$ cat src/rtl/divider_datapath_pkg.sv
// Shared definitions for the sequential non-restoring divider datapath.
package divider_datapath_pkg;

    typedef enum logic {
        OP_SUB = 1'b0,
        OP_ADD = 1'b1
    } addsub_op_e;

endpackage

$ cat src/rtl/divider_datapath_addsub.sv
// Combinational W-bit adder/subtractor; the carry-out is dropped by the W-bit result.
module addsub_n
    import divider_datapath_pkg::*;
#(
    parameter int W = 5
) (
    input  logic [W-1:0] a,
    input  logic [W-1:0] b,
    input  logic         op,
    output logic [W-1:0] y
);

    // Select sum or difference from the op mode.
    always_comb begin
        y = a;
        if (op == OP_ADD) begin
            y = a + b;
        end else begin
            y = a - b;
        end
    end

endmodule

$ cat src/rtl/divider_datapath.sv
// Register datapath (A, Q, M, count) for the N-bit non-restoring unsigned divider,
// executing the load/shift/add-sub/set-Q0 micro-operations strobed by the control FSM.
module divider_datapath
    import divider_datapath_pkg::*;
#(
    parameter int N = 4
) (
    input  logic                     clk,
    input  logic                     rst,
    input  logic [N-1:0]             dividend,
    input  logic [N-1:0]             divisor,
    input  logic                     load,
    input  logic                     hab_A,
    input  logic                     shift,
    input  logic                     set_Q0,
    input  logic                     op,
    output logic [N:0]               A,
    output logic [$clog2(N+1)-1:0]   count,
    output logic [N-1:0]             quotient,
    output logic [N-1:0]             remainder,
    output logic                     div_zero
);

    localparam int CW = $clog2(N+1);

    logic [N:0]    a_r;
    logic [N-1:0]  q_r;
    logic [N-1:0]  m_r;
    logic [CW-1:0] count_r;
    logic          div_zero_r;

    logic [N:0]    sum_s;
    logic [N:0]    a_next_s;
    logic [N-1:0]  q_next_s;
    logic [N-1:0]  m_next_s;
    logic [CW-1:0] count_next_s;
    logic          div_zero_next_s;

    addsub_n #(.W(N+1)) u_addsub (
        .a  (a_r),
        .b  ({1'b0, m_r}),
        .op (op),
        .y  (sum_s)
    );

    // Next-state selection; shift beats hab_A, and set_Q0 lands after any shift.
    always_comb begin
        a_next_s        = a_r;
        q_next_s        = q_r;
        m_next_s        = m_r;
        count_next_s    = count_r;
        div_zero_next_s = div_zero_r;
        if (load) begin
            a_next_s        = '0;
            q_next_s        = dividend;
            m_next_s        = divisor;
            count_next_s    = '0;
            div_zero_next_s = (divisor == '0);
        end else begin
            if (shift) begin
                {a_next_s, q_next_s} = {a_r[N-1:0], q_r, 1'b0};
                count_next_s         = count_r + CW'(1);
            end else if (hab_A) begin
                a_next_s = sum_s;
            end else begin
                a_next_s = a_r;
            end
            if (set_Q0) begin
                q_next_s[0] = 1'b1;
            end else begin
                q_next_s[0] = q_next_s[0];
            end
        end
    end

    // State registers with asynchronous clear.
    always_ff @(posedge clk or posedge rst) begin
        if (rst) begin
            a_r        <= '0;
            q_r        <= '0;
            m_r        <= '0;
            count_r    <= '0;
            div_zero_r <= 1'b0;
        end else begin
            a_r        <= a_next_s;
            q_r        <= q_next_s;
            m_r        <= m_next_s;
            count_r    <= count_next_s;
            div_zero_r <= div_zero_next_s;
        end
    end

    assign A         = a_r;
    assign count     = count_r;
    assign quotient  = q_r;
    assign remainder = a_r[N-1:0];
    assign div_zero  = div_zero_r;

endmodule
$ cat config.mk
export PLATFORM = sky130hd
export DESIGN_NAME = divider_datapath
export DESIGN_NICKNAME = d
export VERILOG_FILES = /design/src/rtl/divider_datapath_pkg.sv /design/src/rtl/divider_datapath_addsub.sv /design/src/rtl/divider_datapath.sv
export SDC_FILE = /design/constraint.sdc
export NUM_CORES = 1
export LEC_CHECK = 0
export CORE_MARGIN = 2
export CORE_UTILIZATION = 60
export DETAILED_ROUTE_END_ITERATION = 6
export DONT_BUFFER_PORTS = 1
export GPL_ROUTABILITY_DRIVEN = 0
export PLACE_DENSITY = 0.75
export SLEW_MARGIN = 20
export SYNTH_ARGS = -nofsm -noshare
export SYNTH_HDL_FRONTEND = slang
export SYNTH_SLANG_ARGS = --single-unit
export TNS_END_PERCENT = 50
$ cat constraint.sdc
create_clock -name clk -period 2.1 [get_ports clk]
set_input_delay 0.21 -clock clk [delete_from_list [all_inputs] [get_ports clk]]
set_output_delay 0.21 -clock clk [all_outputs]
set_load 0.01 [all_outputs]
==> run summary, run 1 <==
# setup viols final: 0
Synth-to-Final Area Change: 3.03%
Vias in the first global route: 747
Vias: 740
CP Data Required Time: 2.32 ns
CP Cell Sequence: inv_1 > ha_1 > mux2_2 > fa_2 > xnor2_1 > a211oi_1 > a21oi_1 > nor2_1
Share of cells above drive strength 1: 0.0762
Final Hold Viols: 0
Clk slew on worst S/H paths: 0.10 ns
CP max FO: 2
Total Power: 0.726 mW
CTS H-tree lvls: 1
Nature of the critical path endpoint: flip-flop
# nets final: 128
Multi-input logic area: 541 um^2
DR pass1 iterations: 4
Clock buffer depth: 2
Synthesized area: 1030 um^2
Ys flop type: dfrtp_1
Slew @ Worst Pin: 0.647 ns
Status: completed
VDD IR max: 0.397 mV
Combinational share of power: 0.213
CTS tree: done
Die Y: 45.5 um
Clock skew: 0.00205 ns
PD cells: 682 nW/um^2
Ant diodes: 0
Startpoint Class: flip-flop
Sw frac: 0.300
Cts bufs inserted: 3
Drt drc: 0
Worst skew pair latency: 0.28 ns
Static Leakage: 0.504 nW
Die Span X: 45.5 um
Starting Density: 0.663
First-pass GRT wire length: 3080 um
Max-cap violation count: 0
Pins over their slew limit: 0
Total net switching power: 0.218 mW
Syn Area/Cell: 9.75 um^2
Area of the core: 1560 um^2
Final period utilization: 0.973
Final min period: 2.04 ns
Post-synth top cells: dfrtp_1 (17), nor2_1 (14), a21oi_1 (8), nand2_1 (8)
CTS Root Cell: clkbuf_4
Ports: 32
Clock power frac: 0.235
Max incr delay on CP: 0.38 ns
Max-slew headroom: 0.568
Largest net degree at the start of global routing: 19
# fillers: 127
Synthesized Nets: 128
DPL Wire Length: 1400 um
Vias per std cell: 6.12
Warnings from Yosys: 0
Sequential share of power: 0.552
Fin util: 0.683
Antenna Violating Nets Remaining: 0
Worst hold path type: input port to flip-flop
Antenna violations before repair: 0
Max frequency: 489 MHz
1st-iter DRT viols: 6
Routed WL: 2000 um
Register area: 425 um^2
Most common cell in the synthesized netlist: dfrtp_1
Sink Count: 17
FF+latch count, synth: 17
Largest area contributor in the netlist: dfrtp_1
Hold path cells: 1
R2r worst-path depth: 8
I/O Buffers: 0
Crit Path Class: flip-flop to flip-flop
Die area: 2070 um^2
All-Layer GR Usage: 0.208
Top-area cell type share of the netlist area: 0.412
GRT Residual Overflow: 0
Avg WL per Cell: 16.5 um
Synthesized instance count: 106
Critical-path top delay cell: fa_2
Post-synthesis sequential area ratio: 0.412
# rows: 14
Int Pwr: 0.508 mW
Ys async rst share: 1.00
EDFF count, synth: 0
Synth area leaders: dfrtp_1 (41%), ha_1 (7.3%), mux2i_1 (6.8%)
Distinct cells, synth: 28
WP data arrival: 2.26 ns
[layout by cell type (no fill, tap or decap), types with 4 or more instances in the layout]
cell type and n:
mux2i_1 7, inv_1 4, nand2_1 8, dfrtp_1 17
a21oi_1 8, ha_1 6, o21ai_1 7, nor2_1 14
[cells by family after synthesis]
kind of cell | after synthesis | share of synthesized area
and+or+nand+nor | 33 | 0.160
AOI/OAI and AO/OA | 20 | 0.115
DFF | 17 | 0.412
buffers and inverters | 13 | 0.0678
muxes | 11 | 0.111
adders and majority gates | 7 | 0.0920
xor gates and xnor gates | 5 | 0.0424
[power groups by stage]
stage	logic (mW)	clock network (mW)	registers [mW]
after global routing	0.178	0.194	0.406
after floorplan	0.145	0	0.396
after global placement	0.135	0	0.407
final	0.154	0.171	0.401
after detailed placement	0.142	0	0.409
after CTS	0.150	0.177	0.401
[per-layer routing]
layer  GRT usage  vias to the layer above  wire (um)
met4      0.0471                        0          4
li1            -                      359          -
met2       0.366                       26       1020
met1       0.254                      353        862
met3      0.0516                        2        113
met5           0                        -          0
[layout make-up]
type,instances,area share
repair buffers,4,0.0353
multi-input cells,76,0.508
flip-flops and latches,17,0.400
well taps,16,0.0188
clock buffers,4,0.0247
inverters,4,0.0141
[state kept, by name, summed over array words and instances, names as in the netlist]
signal	flops
A	5
count	3
div_zero	1
m_r	4
quotient	4
[critical path: cells and delay by family, from the launching register on]
family | cells | cell delay (ns)
fa+ha+maj | 2 | 0.66
flops | 1 | 0.37
compound gates | 2 | 0.36
mux | 1 | 0.30
xor+xnor | 1 | 0.14
simple gates | 1 | 0.09
buf+inv | 1 | 0.07
[timing repair]
item / in CTS / in global routing
setup endpoints to repair: 1 / 2
gates resized for setup: 0 / 2
hold buffers: 2 / 1
endpoints found under the hold margin: 24 / 3
cloned: 0 / 0
buffers inserted: 1 / 0
[final timing paths]
kind,slack (ns),to,start
setup / recovery,0.06,A[2],m_r[0]
min in group asynchronous,0.44,div_zero,rst
hold reg to reg,0.56,m_r[1],m_r[1]
max in group asynchronous,1.24,m_r[3],rst
hold / removal,0.01,quotient[3],load
setup reg to reg,0.06,A[2],m_r[0]
[per-stage QoR]
step | instances | worst slack [ns] | hold WS (ns) | instance area (um^2) | setup TNS [ns]
after floorplan | 106 | 0.141 | 0.136 | 1030 | 0
after global placement | 113 | 0.0803 | 0.218 | 998 | 0
after detailed placement | 113 | 0.000600 | 0.224 | 998 | 0
after CTS | 120 | 0.00448 | 0.00248 | 1050 | 0
after global routing | 121 | -0.111 | 0.000400 | 1060 | -0.111
final | 121 | 0.0566 | 0.0115 | 1060 | 0
Note: power is estimated with default switching activity, not from simulation.
==> run 2: changes to the inputs <==
CORE_MARGIN = not set   (was 2)
CORE_UTILIZATION = 55   (was 60)
PLACE_DENSITY = 0.72   (was 0.75)
clock period = 1.75 ns   (was 2.1 ns; I/O delays follow)
==> run 2 against run 1 <==
- the run now ends with setup timing left
- via count is 8.8% higher
- critical path depth stayed put
- first-iteration DRC count is 17% lower
- final cell count is 20% higher
- combinational power is 73% higher
- die area is 0.66% lower
- wire length is 8.2% higher
- register-to-register slack worse by 0.29 ns
- sequential share of layout area is 6.2 points lower
- cell area is 18% higher
- non-clock buffer count is 15 higher
==> run summary, run 2 (synthesis gave the netlist of run 1 again) <==
Status: complete, but fails checks (was completed)
Failing checks: setup timing
Clk slew on worst S/H paths: 0.10 ns (about the same)
Max frequency: 505 MHz (was 489 MHz)
Slew @ Worst Pin: 0.642 ns (was 0.647 ns)
Min-delay src: divisor[3] (was load)
Worst reg2reg path startpoint: m_r[1] (was m_r[0])
Starting Density: 0.592 (was 0.663)
WL met3: 83 um (was 113 um)
Clock skew: 0.00206 ns (was 0.00205 ns)
Hold path cells: 1 (unchanged)
Largest net degree at the start of global routing: 21 (was 19)
Total net switching power: 0.288 mW (was 0.218 mW)
GRT Residual Overflow: 0 (unchanged)
Drt drc: 0 (unchanged)
Place WS: -0.193 ns (was 0.000600 ns)
Commonest cells after routing, fill and taps aside: dfrtp_1 (17), nor2_1 (13), dlygate4sd3_1 (11) (was dfrtp_1 (17), nor2_1 (14), nand2_1 (8), a21oi_1 (8))
CP max FO: 2 (unchanged)
1st-iter DRT viols: 5 (was 6)
Cts bufs inserted: 3 (unchanged)
First-pass GRT wire length: 3360 um (was 3080 um)
Crit path max-delay family: adder cells (unchanged)
Die area: 2060 um^2 (was 2070 um^2)
Worst skew pair latency: 0.28 ns (about the same)
Max reg flops: 5 (unchanged)
Synth-to-Final Area Change: 21.8% (was 3.03%)
Ports: 32 (unchanged)
Max incr delay on CP: 0.41 ns (was 0.38 ns)
Metal-1 WL: 923 um (was 862 um)
Area of the core: 1750 um^2 (was 1560 um^2)
All-Layer GR Usage: 0.231 (was 0.208)
Clock buffer depth: 2 (unchanged)
Routed WL: 2160 um (was 2000 um)
Antenna Violating Nets Remaining: 0 (unchanged)
Post-route setup slack: -0.230 ns (was 0.0566 ns)
Fin util: 0.721 (was 0.683)
Uppermost layer routed: met4 (unchanged)
CP Cell Sequence: inv_2 > ha_4 > mux2_4 > fa_2 > xnor2_1 > a211oi_2 > a21oi_1 > nor2_1 (was inv_1 > ha_1 > mux2_2 > fa_2 > xnor2_1 > a211oi_1 > a21oi_1 > nor2_1)
# nets final: 143 (was 128)
Placed cells: 129 (was 113)
Max-slew headroom: 0.572 (was 0.568)
Antenna violations before repair: 0 (unchanged)
Static Leakage: 0.585 nW (was 0.504 nW)
Int Pwr: 0.662 mW (was 0.508 mW)
# rows: 15 (was 14)
Final min period: 1.98 ns (was 2.04 ns)
I/O Buffers: 0 (unchanged)
Worst hold path type: input port to flip-flop (unchanged)
Critical-path top delay cell: dfrtp_1 (was fa_2)
Post-route insts no fill: 145 (was 121)
PD cells: 755 nW/um^2 (was 682 nW/um^2)
Vias in the first global route: 819 (was 747)
Sink Count: 17 (unchanged)
CTS Root Cell: clkbuf_4 (unchanged)
# setup viols final: 4 (was 0)
Final Hold Viols: 0 (unchanged)
WP data arrival: 2.15 ns (was 2.26 ns)
Vias per std cell: 5.55 (was 6.12)
Die Y: 45.4 um (was 45.5 um)
Vias: 805 (was 740)
DPL Wire Length: 1460 um (was 1400 um)
Clock power frac: 0.219 (was 0.235)
VDD IR max: 0.578 mV (was 0.397 mV)
Ant diodes: 0 (unchanged)
Max-cap violation count: 0 (unchanged)
Pins over their slew limit: 0 (unchanged)
Final period utilization: 1.13 (was 0.973)
Die Span X: 45.4 um (was 45.5 um)
Sw frac: 0.303 (was 0.300)
Share of cells above drive strength 1: 0.200 (was 0.0762)
Nature of the critical path endpoint: flip-flop (unchanged)
Worst hold endpoint: m_r[3] (was quotient[3])
Combinational share of power: 0.281 (was 0.213)
Sequential share of power: 0.500 (was 0.552)
Startpoint Class: flip-flop (unchanged)
Most common cell after layout, fill and taps aside: dfrtp_1 (unchanged)
Avg WL per Cell: 14.9 um (was 16.5 um)
CTS tree: done (unchanged)
R2r endpoint: A[2] (unchanged)
DR pass1 iterations: 4 (unchanged)
Met2 routed WL: 1140 um (was 1020 um)
RSZ-0062 raised after global routing: yes
R2r worst-path depth: 8 (unchanged)
CP Data Required Time: 1.92 ns (was 2.32 ns)
Worst Path Buf+Inv: 1 (unchanged)
Design area: 1260 um^2 (was 1060 um^2)
Crit Path Class: flip-flop to flip-flop (unchanged)
CTS H-tree lvls: 1 (unchanged)
Area after DPL: 1090 um^2 (was 998 um^2)
R2R Setup Slk: -0.23 ns (was 0.06 ns)
## run 2: changes by cell type in the layout (fill, tap and decap cells not counted), moves of 2 or more
cell,previous run,this run
dlygate4sd3_1,3,11
inv_2,0,2
ha_4,0,2
ha_1,6,4
inv_1,4,2
buf_4,1,8
## run 2: layer usage
metal | vias to the layer above | track usage
met3 | 2 | 0.0480
met5 | - | 0
met2 | 19 | 0.423
li1 | 390 | -
met4 | 0 | 0.0970
met1 | 394 | 0.256
## run 2: timing repair
item | 4_1_cts | 5_1_grt
hold endpoints to repair | 31 | 0
hold buffers | 11 | 0
setup buffers | 1 | 0
pin swaps | 2 | 4
endpoints found under the setup margin | 4 | 4
resized for setup | 3 | 4
## run 2: layout make-up
type	count	area [um^2]
Fill cell	131	487
Sequential cell	17	425
Tap cell	25	31.3
Multi-Input combinational cell	76	591
Clock buffer	4	26.3
Timing Repair Buffer	19	170
Inverter	4	15.0
## run 2: worst max path at each step
stage / start / cells past startpoint / to
after floorplan: m_r[1] / 8 / A[2]
after global placement: m_r[1] / 8 / A[2]
after detailed placement: m_r[1] / 8 / A[2]
after CTS: m_r[1] / 8 / A[2]
after global routing: m_r[1] / 9 / A[3]
final: m_r[1] / 8 / A[2]
## run 2: through the flow
stage | TNS (ns) | hold WS [ns] | power, mW
3_3_place_gp | -0.301 | 0.184 | 0.685
2_1_floorplan | -0.221 | 0.101 | 0.661
4_1_cts | -0.648 | 0.0230 | 0.942
3_5_place_dp | -0.641 | 0.191 | 0.697
5_1_grt | -1.16 | 0.00891 | 1.01
6_report | -0.726 | 0.0206 | 0.951
## run 2: power by group through the flow
| stage | logic (mW) | registers [mW] | clock network [mW] |
|---|---|---|---|
| after floorplan | 0.185 | 0.476 | 0 |
| after global placement | 0.204 | 0.480 | 0 |
| after detailed placement | 0.215 | 0.482 | 0 |
| after CTS | 0.254 | 0.475 | 0.213 |
| after global routing | 0.296 | 0.482 | 0.229 |
| final | 0.267 | 0.475 | 0.208 |
==> run 3: changes to the inputs <==
clock period = 1.65 ns   (was 1.75 ns; I/O delays follow)
==> run 3 against run 2 <==
- final cell count grew 3.4%
- critical path type unchanged
- register-to-register slack hardly changed
- the run ends with hold timing, setup timing left
- clock skew up 0.0011 ns
- clock power grew 6%
- combinational power is 26% higher
==> run summary, run 3 (synthesis gave the netlist of run 1 again) <==
Ports: 32 (unchanged)
I/O Buffers: 0 (unchanged)
Antenna violations before repair: 0 (unchanged)
Place WS: -0.233 ns (was -0.193 ns)
Clock buffer depth: 2 (unchanged)
Worst skew pair latency: 0.28 ns (about the same)
Sink Count: 17 (unchanged)
Die area: 2060 um^2 (unchanged)
Die Span X: 45.4 um (unchanged)
R2R Setup Slk: -0.24 ns (was -0.23 ns)
Area of the core: 1750 um^2 (unchanged)
Crit Path Class: flip-flop to flip-flop (unchanged)
RSZ-0062 raised after global routing: yes (unchanged)
Routed WL: 2120 um (was 2160 um)
CTS H-tree lvls: 1 (unchanged)
Share of cells above drive strength 1: 0.272 (was 0.200)
CP startpoint: m_r[0] (was m_r[1])
Most common cell after layout, fill and taps aside: dfrtp_1 (unchanged)
Max incr delay on CP: 0.42 ns (was 0.41 ns)
# rows: 15 (unchanged)
Die Y: 45.4 um (unchanged)
CP Cell Sequence: inv_2 > ha_4 > mux2_4 > fa_2 > xnor2_2 > a211oi_2 > a21oi_1 > nor2_1 (was inv_2 > ha_4 > mux2_4 > fa_2 > xnor2_1 > a211oi_2 > a21oi_1 > nor2_1)
GRT Residual Overflow: 0 (unchanged)
Worst hold path type: input port to flip-flop (unchanged)
Sequential share of power: 0.474 (was 0.500)
Post-route insts no fill: 150 (was 145)
Avg WL per Cell: 14.2 um (was 14.9 um)
Int Pwr: 0.738 mW (was 0.662 mW)
CTS Root Cell: clkbuf_4 (unchanged)
Design area: 1360 um^2 (was 1260 um^2)
Area after DPL: 1100 um^2 (was 1090 um^2)
R2r endpoint: A[2] (unchanged)
CP max FO: 2 (unchanged)
Starting Density: 0.592 (unchanged)
Worst reg2reg path startpoint: m_r[0] (was m_r[1])
Slew @ Worst Pin: 0.627 ns (was 0.642 ns)
Largest net degree at the start of global routing: 25 (was 21)
All-Layer GR Usage: 0.220 (was 0.231)
Fin util: 0.776 (was 0.721)
VDD IR max: 0.488 mV (was 0.578 mV)
Register area: 427 um^2 (was 425 um^2)
Hold path cells: 1 (unchanged)
Vias: 806 (was 805)
1st-iter DRT viols: 10 (was 5)
Cts bufs inserted: 3 (unchanged)
Startpoint Class: flip-flop (unchanged)
Status: complete, but fails checks (unchanged)
Sw frac: 0.303 (about the same)
DR pass1 iterations: 4 (unchanged)
CTS tree: done (unchanged)
Final Hold Viols: 5 (was 0)
Nature of the critical path endpoint: flip-flop (unchanged)
Post-route setup slack: -0.244 ns (was -0.230 ns)
Vias per std cell: 5.37 (was 5.55)
Antenna Violating Nets Remaining: 0 (unchanged)
# nets final: 148 (was 143)
Final min period: 1.89 ns (was 1.98 ns)
Max frequency: 528 MHz (was 505 MHz)
Max-slew headroom: 0.582 (was 0.572)
Placed cells: 131 (was 129)
Synth-to-Final Area Change: 31.1% (was 21.8%)
CP Data Required Time: 1.87 ns (was 1.92 ns)
Pins over their slew limit: 0 (unchanged)
Ant diodes: 0 (unchanged)
Clk slew on worst S/H paths: 0.10 ns (about the same)
R2r worst-path depth: 8 (unchanged)
# fillers: 111 (was 131)
Worst hold endpoint: A[3] (was m_r[3])
Max reg flops: 5 (unchanged)
Failing checks: hold timing, setup timing (was setup timing)
Total Power: 1.06 mW (was 0.951 mW)
Total net switching power: 0.320 mW (was 0.288 mW)
Drt drc: 0 (unchanged)
Commonest cells after routing, fill and taps aside: dfrtp_1 (16), nor2_1 (13), dlygate4sd3_1 (12) (was dfrtp_1 (17), nor2_1 (13), dlygate4sd3_1 (11))
Combinational share of power: 0.318 (was 0.281)
Static Leakage: 0.615 nW (was 0.585 nW)
# setup viols final: 4 (unchanged)
Max-cap violation count: 0 (unchanged)
WP data arrival: 2.12 ns (was 2.15 ns)
First-pass GRT wire length: 3220 um (was 3360 um)
Clock power frac: 0.208 (was 0.219)
Vias in the first global route: 744 (was 819)
Final period utilization: 1.15 (was 1.13)
Clock skew: 0.00316 ns (was 0.00206 ns)
Worst hold slack: -0.0651 ns (was 0.0206 ns)
Multi-input logic area: 642 um^2 (was 591 um^2)
Critical-path top delay cell: dfrtp_1 (unchanged)
PD cells: 781 nW/um^2 (was 755 nW/um^2)
Min-delay src: load (was divisor[3])
DPL Wire Length: 1440 um (was 1460 um)
run 3: how the worst max path moves through the flow:
stage | endpoint | slack (ns) | cells after the start
floorplan | A[2] | -0.17 | 8
global placement | A[2] | -0.20 | 8
detailed placement | A[3] | -0.23 | 9
CTS | A[2] | -0.23 | 8
global route | A[4] | -0.32 | 9
finish | A[2] | -0.24 | 8
run 3: area by class of cell:
class                   instances  area share
multi-input cells              76       0.474
flip-flops and latches         17       0.315
repair buffers                 24       0.158
well taps                      25      0.0231
clock buffers                   4      0.0194
inverters                       4      0.0111
run 3: power by group through the flow:
stage | Clock (mW) | Sequential, mW | Combinational (mW)
floorplan | 0 | 0.505 | 0.197
global placement | 0 | 0.501 | 0.234
detailed placement | 0 | 0.503 | 0.243
CTS | 0.223 | 0.496 | 0.286
global route | 0.242 | 0.507 | 0.366
finish | 0.220 | 0.502 | 0.336
run 3: critical path: cells and delay by family (launching register included):
family | cells | cell delay [ns]
adders and majority gates | 2 | 0.58
DFF | 1 | 0.42
muxes | 1 | 0.29
AOI/OAI and AO/OA | 2 | 0.23
xor gates and xnor gates | 1 | 0.15
buffers and inverters | 1 | 0.09
and+or+nand+nor | 1 | 0.08
run 3: stage by stage:
step	hold slack, ns	setup TNS (ns)
finish	-0.0651	-0.891
detailed placement	0.177	-0.866
CTS	-0.0786	-0.858
global route	-0.0839	-1.20
global placement	0.179	-0.703
floorplan	0.0911	-0.621
run 3: metal layers:
| layer | vias up | GRT usage | wire length, um |
|---|---|---|---|
| met4 | 0 | 0.0727 | 13 |
| met3 | 2 | 0.0560 | 78 |
| met1 | 385 | 0.279 | 920 |
| met2 | 18 | 0.365 | 1110 |
| met5 | - | 0 | 0 |
| li1 | 401 | - | - |
run 3: timing repair:
item | 4_1_cts | 5_1_grt
pin swaps | 5 | 5
buffers inserted | 1 | 2
hold buffers | 10 | 2
endpoints found under the hold margin | 31 | 6
gates resized for setup | 6 | 10
endpoints found under the setup margin | 4 | 6
